[config.mk]
export PLATFORM = sky130hd
export DESIGN_NAME = ahb_master_arbiter
export DESIGN_NICKNAME = d
export VERILOG_FILES = /design/src/rtl/ahb_master_arbiter.sv
export SDC_FILE = /design/constraint.sdc
export NUM_CORES = 1
export LEC_CHECK = 0
export BUFFER_PORTS_ARGS = -buffer_cell sky130_fd_sc_hd__buf_2
export CAP_MARGIN = 20
export CELL_PAD_IN_SITES_DETAIL_PLACEMENT = 0
export CELL_PAD_IN_SITES_GLOBAL_PLACEMENT = 2
export CORE_AREA = 2 2 178 180
export DETAILED_ROUTE_END_ITERATION = 8
export DIE_AREA = 0 0 180 182
export PLACE_DENSITY_LB_ADDON = 0.1
export SLEW_MARGIN = 20
export SYNTH_ARGS = -nofsm -noshare
export SYNTH_HDL_FRONTEND = slang
export SYNTH_SLANG_ARGS = --single-unit
[constraint.sdc]
create_clock -name clk -period 1.5 [get_ports clk]
set_input_delay 0.15 -clock clk [delete_from_list [all_inputs] [get_ports clk]]
set_output_delay 0.15 -clock clk [all_outputs]
set_load 0.1 [all_outputs]
[src/rtl/ahb_master_arbiter.sv]
// Two-requester AHB-Lite master: arbitrates M0/M1 req/done handshakes onto a
// single non-pipelined master port issuing SINGLE NONSEQ transfers.
//
// state | meaning
// IDLE  | no transfer; arbitrate and latch winner's fields
// ADDR  | address phase, htrans = NONSEQ until hready
// DATA  | data phase, hwdata driven, wait for hready
// RESP  | owner's done (and err) pulse; no arbitration
module ahb_master_arbiter #(
    parameter int ADDR_W         = 32,
    parameter int DATA_W         = 32,
    parameter bit FIXED_PRIORITY = 1'b0
) (
    input  logic              clk,
    input  logic              rst,
    input  logic              m0_req,
    input  logic [ADDR_W-1:0] m0_addr,
    input  logic              m0_write,
    input  logic [2:0]        m0_size,
    input  logic [DATA_W-1:0] m0_wdata,
    output logic [DATA_W-1:0] m0_rdata,
    output logic              m0_done,
    output logic              m0_err,
    input  logic              m1_req,
    input  logic [ADDR_W-1:0] m1_addr,
    input  logic              m1_write,
    input  logic [2:0]        m1_size,
    input  logic [DATA_W-1:0] m1_wdata,
    output logic [DATA_W-1:0] m1_rdata,
    output logic              m1_done,
    output logic              m1_err,
    output logic [ADDR_W-1:0] haddr,
    output logic [1:0]        htrans,
    output logic              hwrite,
    output logic [2:0]        hsize,
    output logic [2:0]        hburst,
    output logic [DATA_W-1:0] hwdata,
    input  logic [DATA_W-1:0] hrdata,
    input  logic              hready,
    input  logic              hresp
);

    localparam logic [1:0] HT_IDLE   = 2'b00;
    localparam logic [1:0] HT_NONSEQ = 2'b10;

    typedef enum logic [1:0] {ST_IDLE, ST_ADDR, ST_DATA, ST_RESP} state_t;

    state_t            r_state,      w_state_nxt;
    logic              r_owner,      w_owner_nxt;
    logic              r_last_grant, w_last_grant_nxt;
    logic [DATA_W-1:0] r_wdata,      w_wdata_nxt;
    logic [ADDR_W-1:0] r_haddr,      w_haddr_nxt;
    logic [1:0]        r_htrans,     w_htrans_nxt;
    logic              r_hwrite,     w_hwrite_nxt;
    logic [2:0]        r_hsize,      w_hsize_nxt;
    logic [DATA_W-1:0] r_hwdata,     w_hwdata_nxt;
    logic [DATA_W-1:0] r_m0_rdata,   w_m0_rdata_nxt;
    logic [DATA_W-1:0] r_m1_rdata,   w_m1_rdata_nxt;
    logic              r_m0_done,    w_m0_done_nxt;
    logic              r_m1_done,    w_m1_done_nxt;
    logic              r_m0_err,     w_m0_err_nxt;
    logic              r_m1_err,     w_m1_err_nxt;
    logic              w_pick_m1;

    // With both requesting, round-robin favours whoever was not granted last.
    assign w_pick_m1 = m1_req && (!m0_req || FIXED_PRIORITY || !r_last_grant);

    always_comb begin
        w_state_nxt      = r_state;
        w_owner_nxt      = r_owner;
        w_last_grant_nxt = r_last_grant;
        w_wdata_nxt      = r_wdata;
        w_haddr_nxt      = r_haddr;
        w_htrans_nxt     = HT_IDLE;
        w_hwrite_nxt     = r_hwrite;
        w_hsize_nxt      = r_hsize;
        w_hwdata_nxt     = r_hwdata;
        w_m0_rdata_nxt   = r_m0_rdata;
        w_m1_rdata_nxt   = r_m1_rdata;
        w_m0_done_nxt    = 1'b0;
        w_m1_done_nxt    = 1'b0;
        w_m0_err_nxt     = 1'b0;
        w_m1_err_nxt     = 1'b0;
        unique case (r_state)
            ST_IDLE: begin
                if (m0_req || m1_req) begin
                    w_owner_nxt      = w_pick_m1;
                    w_last_grant_nxt = w_pick_m1;
                    w_haddr_nxt      = w_pick_m1 ? m1_addr  : m0_addr;
                    w_hwrite_nxt     = w_pick_m1 ? m1_write : m0_write;
                    w_hsize_nxt      = w_pick_m1 ? m1_size  : m0_size;
                    w_wdata_nxt      = w_pick_m1 ? m1_wdata : m0_wdata;
                    w_htrans_nxt     = HT_NONSEQ;
                    w_state_nxt      = ST_ADDR;
                end
            end
            ST_ADDR: begin
                if (hready) begin
                    w_hwdata_nxt = r_wdata;
                    w_state_nxt  = ST_DATA;
                end else begin
                    w_htrans_nxt = HT_NONSEQ;
                end
            end
            ST_DATA: begin
                // hready low covers both slave waits and the first ERROR cycle.
                if (hready) begin
                    w_state_nxt = ST_RESP;
                    if (r_owner) begin
                        w_m1_done_nxt = 1'b1;
                        w_m1_err_nxt  = hresp;
                        if (!r_hwrite) w_m1_rdata_nxt = hrdata;
                    end else begin
                        w_m0_done_nxt = 1'b1;
                        w_m0_err_nxt  = hresp;
                        if (!r_hwrite) w_m0_rdata_nxt = hrdata;
                    end
                end
            end
            ST_RESP: begin
                w_state_nxt = ST_IDLE;
            end
            default: begin
                w_state_nxt = ST_IDLE;
            end
        endcase
    end

    always_ff @(posedge clk) begin
        if (rst) begin
            r_state      <= ST_IDLE;
            r_owner      <= 1'b0;
            r_last_grant <= 1'b1;
            r_wdata      <= '0;
            r_haddr      <= '0;
            r_htrans     <= HT_IDLE;
            r_hwrite     <= 1'b0;
            r_hsize      <= '0;
            r_hwdata     <= '0;
            r_m0_rdata   <= '0;
            r_m1_rdata   <= '0;
            r_m0_done    <= 1'b0;
            r_m1_done    <= 1'b0;
            r_m0_err     <= 1'b0;
            r_m1_err     <= 1'b0;
        end else begin
            r_state      <= w_state_nxt;
            r_owner      <= w_owner_nxt;
            r_last_grant <= w_last_grant_nxt;
            r_wdata      <= w_wdata_nxt;
            r_haddr      <= w_haddr_nxt;
            r_htrans     <= w_htrans_nxt;
            r_hwrite     <= w_hwrite_nxt;
            r_hsize      <= w_hsize_nxt;
            r_hwdata     <= w_hwdata_nxt;
            r_m0_rdata   <= w_m0_rdata_nxt;
            r_m1_rdata   <= w_m1_rdata_nxt;
            r_m0_done    <= w_m0_done_nxt;
            r_m1_done    <= w_m1_done_nxt;
            r_m0_err     <= w_m0_err_nxt;
            r_m1_err     <= w_m1_err_nxt;
        end
    end

    assign haddr    = r_haddr;
    assign htrans   = r_htrans;
    assign hwrite   = r_hwrite;
    assign hsize    = r_hsize;
    assign hburst   = 3'b000;
    assign hwdata   = r_hwdata;
    assign m0_rdata = r_m0_rdata;
    assign m1_rdata = r_m1_rdata;
    assign m0_done  = r_m0_done;
    assign m1_done  = r_m1_done;
    assign m0_err   = r_m0_err;
    assign m1_err   = r_m1_err;

endmodule

=== Word-level counts from Yosys, hierarchy flattened ===
Index checks and enable logic that the tools add are counted.

* Memories kept: 0
* Memory bits (writable): 0
* Output and inout bits: 141
* Bits in registers: 174
* ROM bits: 0
* Bits of input ports: 174
* Bits in latches: 0
* Word-level logic and storage cells: 52

* Div/mod/pow operators: 0
* Multipliers: 0
* Mux-type cells: 13
* Order comparisons: 0
* Add/sub/neg operators: 0
* Bitwise logic cells: 4
* Reductions and logical operators: 14
* Equality and inequality tests: 6
* Shifts and indexed selects: 0

{| class="wikitable"
|+ Operator list
! cell !! count
|-
| two-way mux 32 bit || 2
|-
| two-way mux 2 bit || 5
|-
| case mux 2 bit (4 select lines) || 1
|-
| AND reduction 4 bit || 2
|-
| OR reduction 4 bit || 2
|-
| inequality test 2 bit (second input constant) || 3
|-
| equality test 2 bit (second input constant) || 2
|-
| NOT 1 bit || 4
|-
| case mux 2 bit (2 select lines) || 1
|-
| AND reduction 2 bit || 2
|-
| two-way mux 1 bit || 3
|-
| two-way mux 3 bit || 1
|-
| AND reduction 3 bit || 1
|-
| OR reduction 3 bit || 1
|-
| equality test 2 x 1 -> 1 bit (second input constant) || 1
|-
| zero test 1 bit || 2
|-
| zero test 2 bit || 1
|-
| logical OR 1 bit || 2
|-
| logical AND 1 bit || 1
|}

=== Depth between registers and ports, before layout ===
* Depth after elaboration: 4
* Gate-level depth with buffers: 8
* Gate-level depth less buffers: 5

=== Worst setup path after synthesis ===
No wires, ideal clock.

* Path kind: reg2reg
* Start: reg r_hwrite (netlist: hwrite)
* End: reg r_m0_rdata[10] (netlist: m0_rdata[10])
* Data required time: 1.430 ns
* Setup slack: -0.434 ns
* Library setup time: 0.070 ns
* Clock period less this slack: 1.934 ns
* Path buffers: 2
* Arrival time: 1.864 ns
* Stages on the path, launching flop included: 6
* Cell sequence: dfxtp_1 > nand4bb_1 > clkbuf_1 > clkbuf_1 > nand2_1 > a21oi_1

* Word-level cells in the longest chain between the ends: 2

{| class="wikitable"
|+ RTL lines
! element !! RTL line !! RTL
|-
| start: declaration || 54 || <nowiki>logic r_hwrite, w_hwrite_nxt;</nowiki>
|-
| start signal: assignment || 153 || <nowiki>r_hwrite <= w_hwrite_nxt;</nowiki>
|-
| NOT 1 bit (no source line) || -- ||
|-
| AND reduction 4 bit (no source line) || -- ||
|-
| end signal: assignment || 156 || <nowiki>r_m0_rdata <= w_m0_rdata_nxt;</nowiki>
|-
| end: declaration || 57 || <nowiki>logic [DATA_W-1:0] r_m0_rdata, w_m0_rdata_nxt;</nowiki>
|}

No other way between the ends.
A chain may end at the register's enable or synchronous reset.

=== Worst setup path after layout ===
* Start: reg r_state[1]
* End: reg r_wdata[17]

* Word-level cells in the longest chain between the ends: 2

{| class="wikitable"
|+ RTL lines
! element !! RTL line !! RTL
|-
| start: declaration || 48 || <nowiki>state_t r_state, w_state_nxt;</nowiki>
|-
| start signal: assignment || 147 || <nowiki>r_state <= w_state_nxt;</nowiki>
|-
| zero test 2 bit || 84 || <nowiki>unique case (r_state)</nowiki>
|-
| AND reduction 2 bit (no source line) || -- ||
|-
| end signal: assignment || 150 || <nowiki>r_wdata <= w_wdata_nxt;</nowiki>
|-
| end: declaration || 51 || <nowiki>logic [DATA_W-1:0] r_wdata, w_wdata_nxt;</nowiki>
|}

No other way between the ends.

==> results.tsv <==
metric	value	unit
via_per_inst	4.27	
vdd_drop_max	906	uV
die_x	180	um
grt_pass1_wl	40.8	mm
yosysWarnings	0	
tritoncts	yes	
synthAdderAreaFrac	0.560	%
min_period	1.44	ns
final_cell_mix	309 x buf_2, 262 x nand2_1, 171 x dfxtp_1	
finalClockSkew	0.0166	ns
critPathLaunchType	flop	
gr-usage-all-layers	15.8	%
syn_inst	850	
vias	7086	
die_y	182	um
core_area	31000	um^2
grt-ovfl-total	0	
critPathBufInv	3	
synth_area_per_cell	7.88	um^2
critical_path_class	flop to flop	
instances_no_fill	1660	
yosys_most_used_dff	dfxtp_1	
hold_violations	0	
worst_pin_slew	0.548	ns
ys_ff_latch	173	
area_delta_synth_final	61.4	%
rows	65	
final_max_slew_viol_count	0	
dp_slack	-0.0567	ns
clock-sinks	173	
synth-seq-area-share	51.7	%
dpl.hpwl	17.3	mm
yosys.cell_types.count	32	
synth_top_family_by_area	compound AO/OA/AOI/OAI gates	
cp-end-kind	flop	
required	1.84	ns
drive_above_1_share	32.2	%
whs	0.0257	ns
io_pins	315	
async_flop_share	0	%
synth_xor_area_share	0	%
outcome	completed	
setup_slack	0.0594	ns
die-area	32800	um^2
antenna_found_initial	5	
cts.clk_slew.worst_paths	0.08	ns
wire_per_inst	16.7	um
setup-tns-final	0	ns
critical-path-max-stage-delay	0.34	ns
fin_nets	1421	
synth_compound_area_share	21.8	%
drtPass1Iterations	6	
ctsLongestPathBuffers	2	
gp_congestion	0.722	
root_buffer	clkbuf_16	
initial_core_util	21.6	%
grt_max_degree	53	
hold_class	input port to flop	
p_leak	4.76	nW
clk_latency	0.43	ns
grt_pass1_vias	7008	
setup_viol	0	
drt_iter0_drc	340	
period_share	96.0	%
path_cells	inv_1 -> ha_4 -> o21a_4 -> buf_12 -> clkbuf_16 -> nor2_1 -> a211oi_1	
drt-total-wl	27.7	mm
p_per_area	1880	nW/um^2
slew_headroom	63.7	%
synthSimpleGateAreaFrac	20.3	%
crit_family	buffers and inverters	
synth_mux_area_share	0.149	%
worstPathMaxFanout	10	
fmax	694	MHz
numCtsBuffers	17	
maxCapViolations	0	
place.port_buffers	310	
cpMaxStageDelayCell	dfxtp_2	
layout_commonest_cell	buf_2	
ant_nets	0	
htreeDepth	4	
fin_util	34.9	%
post-route-drc-count	0	
netlist_area	6700	um^2
post-place-cells	1513	
synth_edf_count	0	
arrival	1.78	ns
## registers in the layout, indices dropped and copies added (netlist names), 2 cells and up
name	count
haddr	32
hsize	3
hwdata	32
m0_rdata	32
m1_rdata	32
r_state	2
r_wdata	32
## area by class of cell
type                       count  area [um^2]
antenna                        2         5.00
clock buffer                  19          443
clock inverter                12          126
fill                        3315        20200
inverter                       2         7.51
multi-input combinational    601         2960
sequential                   173         3470
tap                          402          503
timing repair buffer         449         3300
## report_power, final
group	switching, mW	internal, mW
Clock	2.11	2.38
Combinational	6.86	3.13
Sequential	0.446	5.44
Total	9.42	10.9
## per-layer routing
layer | routed length (um) | GRT usage [%] | up-vias
met1 | 12800 | 20.4 | 3251
met2 | 12900 | 25.6 | 196
li1 | - | - | 3610
met4 | 381 | 4.29 | 4
met3 | 1600 | 4.69 | 25
met5 | 21 | 0 | -
## cell usage after synthesis, types with 2 or more instances
cell      number  area [um^2]
nand2_1      262          983
dfxtp_1      173         3460
a21oi_1      167          836
nor2_1        75          282
a211oi_1      60          450
clkbuf_1      41          154
buf_2         22          110
buf_4          9         67.6
a211oi_2       8          100
nand2b_1       5         31.3
buf_1          3         11.3
ha_1           3         37.5
inv_1          2         7.51
o21a_1         2         15.0
## tightest hold or removal path, cell delays in order
cell,delay (ns)
buf_2,0.10
nand3b_1,0.10
nor2_1,0.04
## through the flow
| stage | instance area [um^2] | power, mW |
|---|---|---|
| 2_1_floorplan | 6720 | 12.3 |
| 3_3_place_gp | 8870 | 14.5 |
| 3_5_place_dp | 8870 | 14.5 |
| 4_1_cts | 10500 | 19.5 |
| 5_1_grt | 10800 | 21.5 |
| 6_report | 10800 | 20.4 |
## final timing paths
check / startpoint / end / slack (ns) / cells after the start
worst max register to register: r_state[1] / r_wdata[17] / 0.06 / 7
worst min register to register: r_wdata[18] / hwdata[18] / 0.45 / 2
worst min-delay path: hresp / m1_err / 0.03 / 3
worst max-delay path: r_state[1] / r_wdata[17] / 0.06 / 7
## what timing repair did
item,4_1_cts,5_1_grt
hold endpoints to repair,132,0
resized for setup,5,11
pin swaps,0,0
gates cloned,1,8
setup endpoints to repair,43,87
buffers inserted,0,5
hold buffers,100,0
## kinds of logic after synthesis
family,Yosys count
simple gates,349
compound gates,244
flops,173
buf+inv,79
fa+ha+maj,3
mux,1
other cells,1
(Power assumes the default switching activity.)
